==> src/rtl/inst_fetch_queue_pkg.sv <==
// rtl/inst_fetch_queue_pkg.sv - core-wide widths shared by the fetch queue
package inst_fetch_queue_pkg;

  localparam int IMEM_ADDR_BIT = 10;
  localparam int INST_WIDTH    = 32;
  localparam logic [INST_WIDTH-1:0] NOP_INST = 32'h0000_0000;

endpackage

==> src/rtl/fetch_queue_ctrl.sv <==
// rtl/fetch_queue_ctrl.sv - pointers, occupancy and handshake logic of the fetch queue
module fetch_queue_ctrl #(
  parameter  int DEPTH = 4,
  localparam int PW    = $clog2(DEPTH),
  localparam int CW    = PW + 1
) (
  input  logic          clk,
  input  logic          rst,
  input  logic          flush,
  input  logic          in_valid,
  input  logic          out_ready,
  output logic          in_ready,
  output logic          out_valid,
  output logic          push,
  output logic [PW-1:0] wr_ptr,
  output logic [PW-1:0] rd_ptr,
  output logic [CW-1:0] count
);

  logic [PW-1:0] wr_ptr_q, wr_ptr_d;
  logic [PW-1:0] rd_ptr_q, rd_ptr_d;
  logic [CW-1:0] count_q, count_d;
  logic          pop;

  // Handshakes depend only on registered occupancy and flush, never on out_ready.
  assign in_ready  = (count_q != CW'(DEPTH)) & ~flush;
  assign out_valid = (count_q != '0) & ~flush;
  assign push      = in_valid & in_ready;
  assign pop       = out_valid & out_ready;

  always_comb begin
    wr_ptr_d = wr_ptr_q;
    rd_ptr_d = rd_ptr_q;
    count_d  = count_q;
    if (flush) begin
      wr_ptr_d = '0;
      rd_ptr_d = '0;
      count_d  = '0;
    end else begin
      if (push) wr_ptr_d = wr_ptr_q + PW'(1);
      if (pop)  rd_ptr_d = rd_ptr_q + PW'(1);
      case ({push, pop})
        2'b10:   count_d = count_q + CW'(1);
        2'b01:   count_d = count_q - CW'(1);
        default: count_d = count_q;
      endcase
    end
  end

  always_ff @(posedge clk or posedge rst) begin
    if (rst) begin
      wr_ptr_q <= '0;
      rd_ptr_q <= '0;
      count_q  <= '0;
    end else begin
      wr_ptr_q <= wr_ptr_d;
      rd_ptr_q <= rd_ptr_d;
      count_q  <= count_d;
    end
  end

  assign wr_ptr = wr_ptr_q;
  assign rd_ptr = rd_ptr_q;
  assign count  = count_q;

endmodule

==> src/rtl/inst_fetch_queue.sv <==
// rtl/inst_fetch_queue.sv - IF-to-ID fetch queue: storage array and output masking
module inst_fetch_queue
  import inst_fetch_queue_pkg::*;
#(
  parameter int DEPTH    = 4,
  parameter int PC_BIT   = IMEM_ADDR_BIT,
  parameter int INST_BIT = INST_WIDTH
) (
  input  logic                     clk,
  input  logic                     rst,
  input  logic                     flush,
  input  logic                     in_valid,
  output logic                     in_ready,
  input  logic [PC_BIT-1:0]        in_pc_4,
  input  logic [INST_BIT-1:0]      in_inst,
  output logic                     out_valid,
  input  logic                     out_ready,
  output logic [PC_BIT-1:0]        out_pc_4,
  output logic [INST_BIT-1:0]      out_inst,
  output logic [$clog2(DEPTH):0]   count
);

  localparam int PW = $clog2(DEPTH);
  localparam int EW = PC_BIT + INST_BIT;

  logic [EW-1:0] mem_q [DEPTH];
  logic [EW-1:0] head;
  logic [PW-1:0] wr_ptr, rd_ptr;
  logic          push;

  fetch_queue_ctrl #(.DEPTH(DEPTH)) u_ctrl (
    .clk       (clk),
    .rst       (rst),
    .flush     (flush),
    .in_valid  (in_valid),
    .out_ready (out_ready),
    .in_ready  (in_ready),
    .out_valid (out_valid),
    .push      (push),
    .wr_ptr    (wr_ptr),
    .rd_ptr    (rd_ptr),
    .count     (count)
  );

  // Storage is intentionally unreset; the pointers alone define validity.
  always_ff @(posedge clk) begin
    if (push) mem_q[wr_ptr] <= {in_pc_4, in_inst};
  end

  assign head     = mem_q[rd_ptr];
  assign out_pc_4 = out_valid ? head[EW-1:INST_BIT] : '0;
  assign out_inst = out_valid ? head[INST_BIT-1:0]  : '0;

endmodule
==> config.mk <==
export PLATFORM = sky130hd
export DESIGN_NAME = inst_fetch_queue
export DESIGN_NICKNAME = d
export VERILOG_FILES = /design/src/rtl/inst_fetch_queue_pkg.sv /design/src/rtl/fetch_queue_ctrl.sv /design/src/rtl/inst_fetch_queue.sv
export SDC_FILE = /design/constraint.sdc
export NUM_CORES = 1
export LEC_CHECK = 0
export BUFFER_PORTS_ARGS = -buffer_cell sky130_fd_sc_hd__buf_2
export CORE_UTILIZATION = 40
export CTS_BUF_LIST = sky130_fd_sc_hd__clkbuf_8
export DETAILED_ROUTE_END_ITERATION = 10
export PLACE_DENSITY = 0.71
export REMOVE_ABC_BUFFERS = 1
export SETUP_SLACK_MARGIN = 0.02
export SLEW_MARGIN = 20
export SYNTH_ARGS = -nofsm -noshare
export SYNTH_HDL_FRONTEND = slang
export SYNTH_HIERARCHICAL = 1
export SYNTH_SLANG_ARGS = --single-unit
==> constraint.sdc <==
create_clock -name clk -period 6 [get_ports clk]
set_input_delay 1.8 -clock clk [delete_from_list [all_inputs] [get_ports clk]]
set_output_delay 1.8 -clock clk [all_outputs]
set_load 0.1 [all_outputs]
==> metrics.txt <==
status finished, final reports clean; RD Place Congestion 0.747; worst-case vdd ir drop 0.178 mV; CP required 4.20 ns; Post-CTS Setup Inserts 0; Routed WL per cell 18.2 µm; first-pass GRT wire length 20000 µm; io pins 94; floorplan row count 47; Hold Crit Endpoint u_ctrl/rd_ptr[0]$_DFFE_PP0P_; effective utilization at floorplan 0.414; final setup fails 0; area grow syn2layout 13.9%; hold depth 2; grt total ovfl 0; CTS sink count 175; DRT Wirelength 12900 µm; Post-Syn Area 6940 µm²; Unique masters post-synth 37; f_max 186 MHz; die height 134 µm; Worst-Margin Slew 0.809 ns; Leak 2.62 nW; Logic pwr share 0.235; top cell type's share of synthesized area 0.727; Main synth FF type edfxtp_1; die area 17900 µm²; Tcrit/Tclk final 0.897; via count 3633; Setup Skew 0.0143 ns; routed vias/inst 5.12; drt drc 0; pwr dens 362 nW/µm²; area leader, netlist edfxtp_1; fill cell count 1438; post-cts sizing count 0; Cells after Synth 380; Tot GR Track Use 0.152; Synth Area per Inst 18.3 µm²; antenna-violating nets left 0; Synth Warn # 6; RSZ-0062 raised after global routing false; TritonRoute pass-1 iters 4; Critical Path Source Type primary input; CTS tree yes; Register-to-Register Path Depth 5; r2r setup slk 3.30 ns; Post-synth EDFFs 168; TNS Setup 0 ns; Hold Path Class flop to flop; fin crit period 5.38 ns; ys async rst share 0.0400; FF-to-FF End mem_q[1][36]$_DFFE_PP_; vias in the first global route 3796; Worst Setup Path Type primary input to output port; #FFs+latches synth 175; worst reg2reg path startpoint u_ctrl/count[0]$_DFFE_PP0P_; internal power 0.00188 W; final hold slack 0.626 ns; share of layout cells above drive strength 1 0.293; I/O Buffers 93; nets@finish 523; Power, Total 0.00286 W; HPWL after DPL 7950 µm; Seq/Total Area, Yosys 0.752; sequential share of power 0.496; CP max FO 28; cts hold-fix bufs 0; largest net degree at the start of global routing 48; Slew Limit Fails 0; arrival time worst endpoint 3.58 ns; Worst Hold Launch u_ctrl/rd_ptr[0]$_DFFE_PP0P_; switching share of power 0.345; CTS Root Cell clkbuf_8; CTS max path bufs 2; Clock Power Share 0.269; crit end category output port; CTS Buf Count 17; top post-synthesis cells by area edfxtp_1 (73%), mux2i_1 (12%), o22ai_1 (3.9%); utilization after layout 0.472; initial DRC count 209; core area 16800 µm²; clk_lat worst skew 0.46 ns; P_sw 0.000987 W; Die X 134 µm; clock-pin slew on the worst setup and hold paths 0.09 ns; H-tree Lvls 4; Hold Violations, Final 0; Max-Cap Viols 0; initial antenna violation count 2; worst rel slew slack 0.459
[final cells by class]
| class | instances | area, µm² | area share |
|---|---|---|---|
| sequential | 175 | 5220 | 0.661 |
| multi-input combinational | 176 | 1490 | 0.188 |
| timing repair buffer | 101 | 526 | 0.0665 |
| tap | 220 | 275 | 0.0348 |
| clock buffer | 17 | 234 | 0.0296 |
| clock inverter | 15 | 144 | 0.0182 |
| inverter | 4 | 15.0 | 0.00190 |
| antenna | 1 | 2.50 | 0.000316 |
[metrics by stage]
stage / instance area [µm²] / setup slack, ns / std cells
floorplan: 6700 / -1.73 / 355
global placement: 7530 / 0.661 / 676
detailed placement: 7530 / 0.629 / 676
CTS: 7910 / 0.600 / 708
global route: 7910 / 0.454 / 708
finish: 7910 / 0.618 / 709
[worst max-delay path by stage]
stage | from | endpoint | slack [ns]
6_report | flush | out_inst[26] | 0.62
5_1_grt | flush | out_pc_4[2] | 0.45
4_1_cts | flush | out_inst[23] | 0.60
3_5_place_dp | flush | out_inst[2] | 0.63
3_3_place_gp | flush | out_inst[26] | 0.66
2_1_floorplan | flush | out_inst[0] | -1.73
[Yosys cell counts, types with 2 or more instances]
cell type,count
edfxtp_1,168
mux2i_1,84
o22ai_1,43
clkbuf_1,8
dfrtp_1,7
buf_12,6
nor2_1,5
a21oi_1,4
inv_1,4
nor3_1,4
a2111oi_2,3
buf_2,3
buf_4,3
nand2_1,3
nand2b_1,3
nor3b_1,3
o21ai_0,3
xor2_1,3
and3_1,2
buf_6,2
clkbuf_4,2
o31ai_1,2
[metal layers]
| layer | GRT usage | wire [µm] | vias up |
|---|---|---|---|
| li1 | - | - | 1710 |
| met1 | 0.181 | 5560 | 1820 |
| met2 | 0.254 | 6420 | 82 |
| met3 | 0.0472 | 721 | 19 |
| met4 | 0.0663 | 199 | 2 |
| met5 | 0 | 10 | - |
[worst max-delay path: stages]
cell and delay (ns):
buf_2 0.18, nor2_1 0.26, nand2_2 0.29, buf_4 0.36, o22ai_1 0.20, buf_2 0.47
[sequential cells by signal (all words and copies together) (netlist names)]
name,count
u_ctrl/wr_ptr,2
u_ctrl/count,3
mem_q,168
u_ctrl/rd_ptr,2
[kinds of logic (layout without fill, tap and decap cells)]
| kind of cell | Yosys count | count (layout) | synth area share |
|---|---|---|---|
| DFF | 175 | 175 | 0.752 |
| adders and majority gates | 1 | 1 | 0.00288 |
| xor gates and xnor gates | 3 | 3 | 0.00379 |
| AOI/OAI and AO/OA | 60 | 60 | 0.0587 |
| buffers and inverters | 29 | 137 | 0.0368 |
| other | 0 | 1 | 0 |
| muxes | 84 | 84 | 0.121 |
| and+or+nand+nor | 28 | 28 | 0.0249 |
[power by group through the flow]
stage               Sequential (W)  Clock, W  Combinational, W
detailed placement         0.00145         0          0.000676
global route               0.00143  0.000838          0.000702
global placement           0.00145         0          0.000667
finish                     0.00142  0.000769          0.000674
floorplan                  0.00147         0          0.000521
CTS                        0.00142  0.000792          0.000677
[cell usage in the layout (no fill, tap or decap), types with 2 or more instances in the layout]
cell          n
buf_4         8
clkinv_2      3
clkinv_1      2
nor3b_1       2
a21oi_1       4
nor3_1        4
clkinvlp_4    3
edfxtp_1    168
clkbuf_8     17
nor2_1        4
inv_6         3
mux2i_1      84
dfrtp_1       6
bufinv_16     2
o31ai_1       2
o22ai_1      43
nand2_1       2
nand2b_1      2
o21ai_0       3
a2111oi_2     3
xor2_1        3
inv_1         5
buf_2        93
Note: power is estimated with default switching activity, not from simulation.
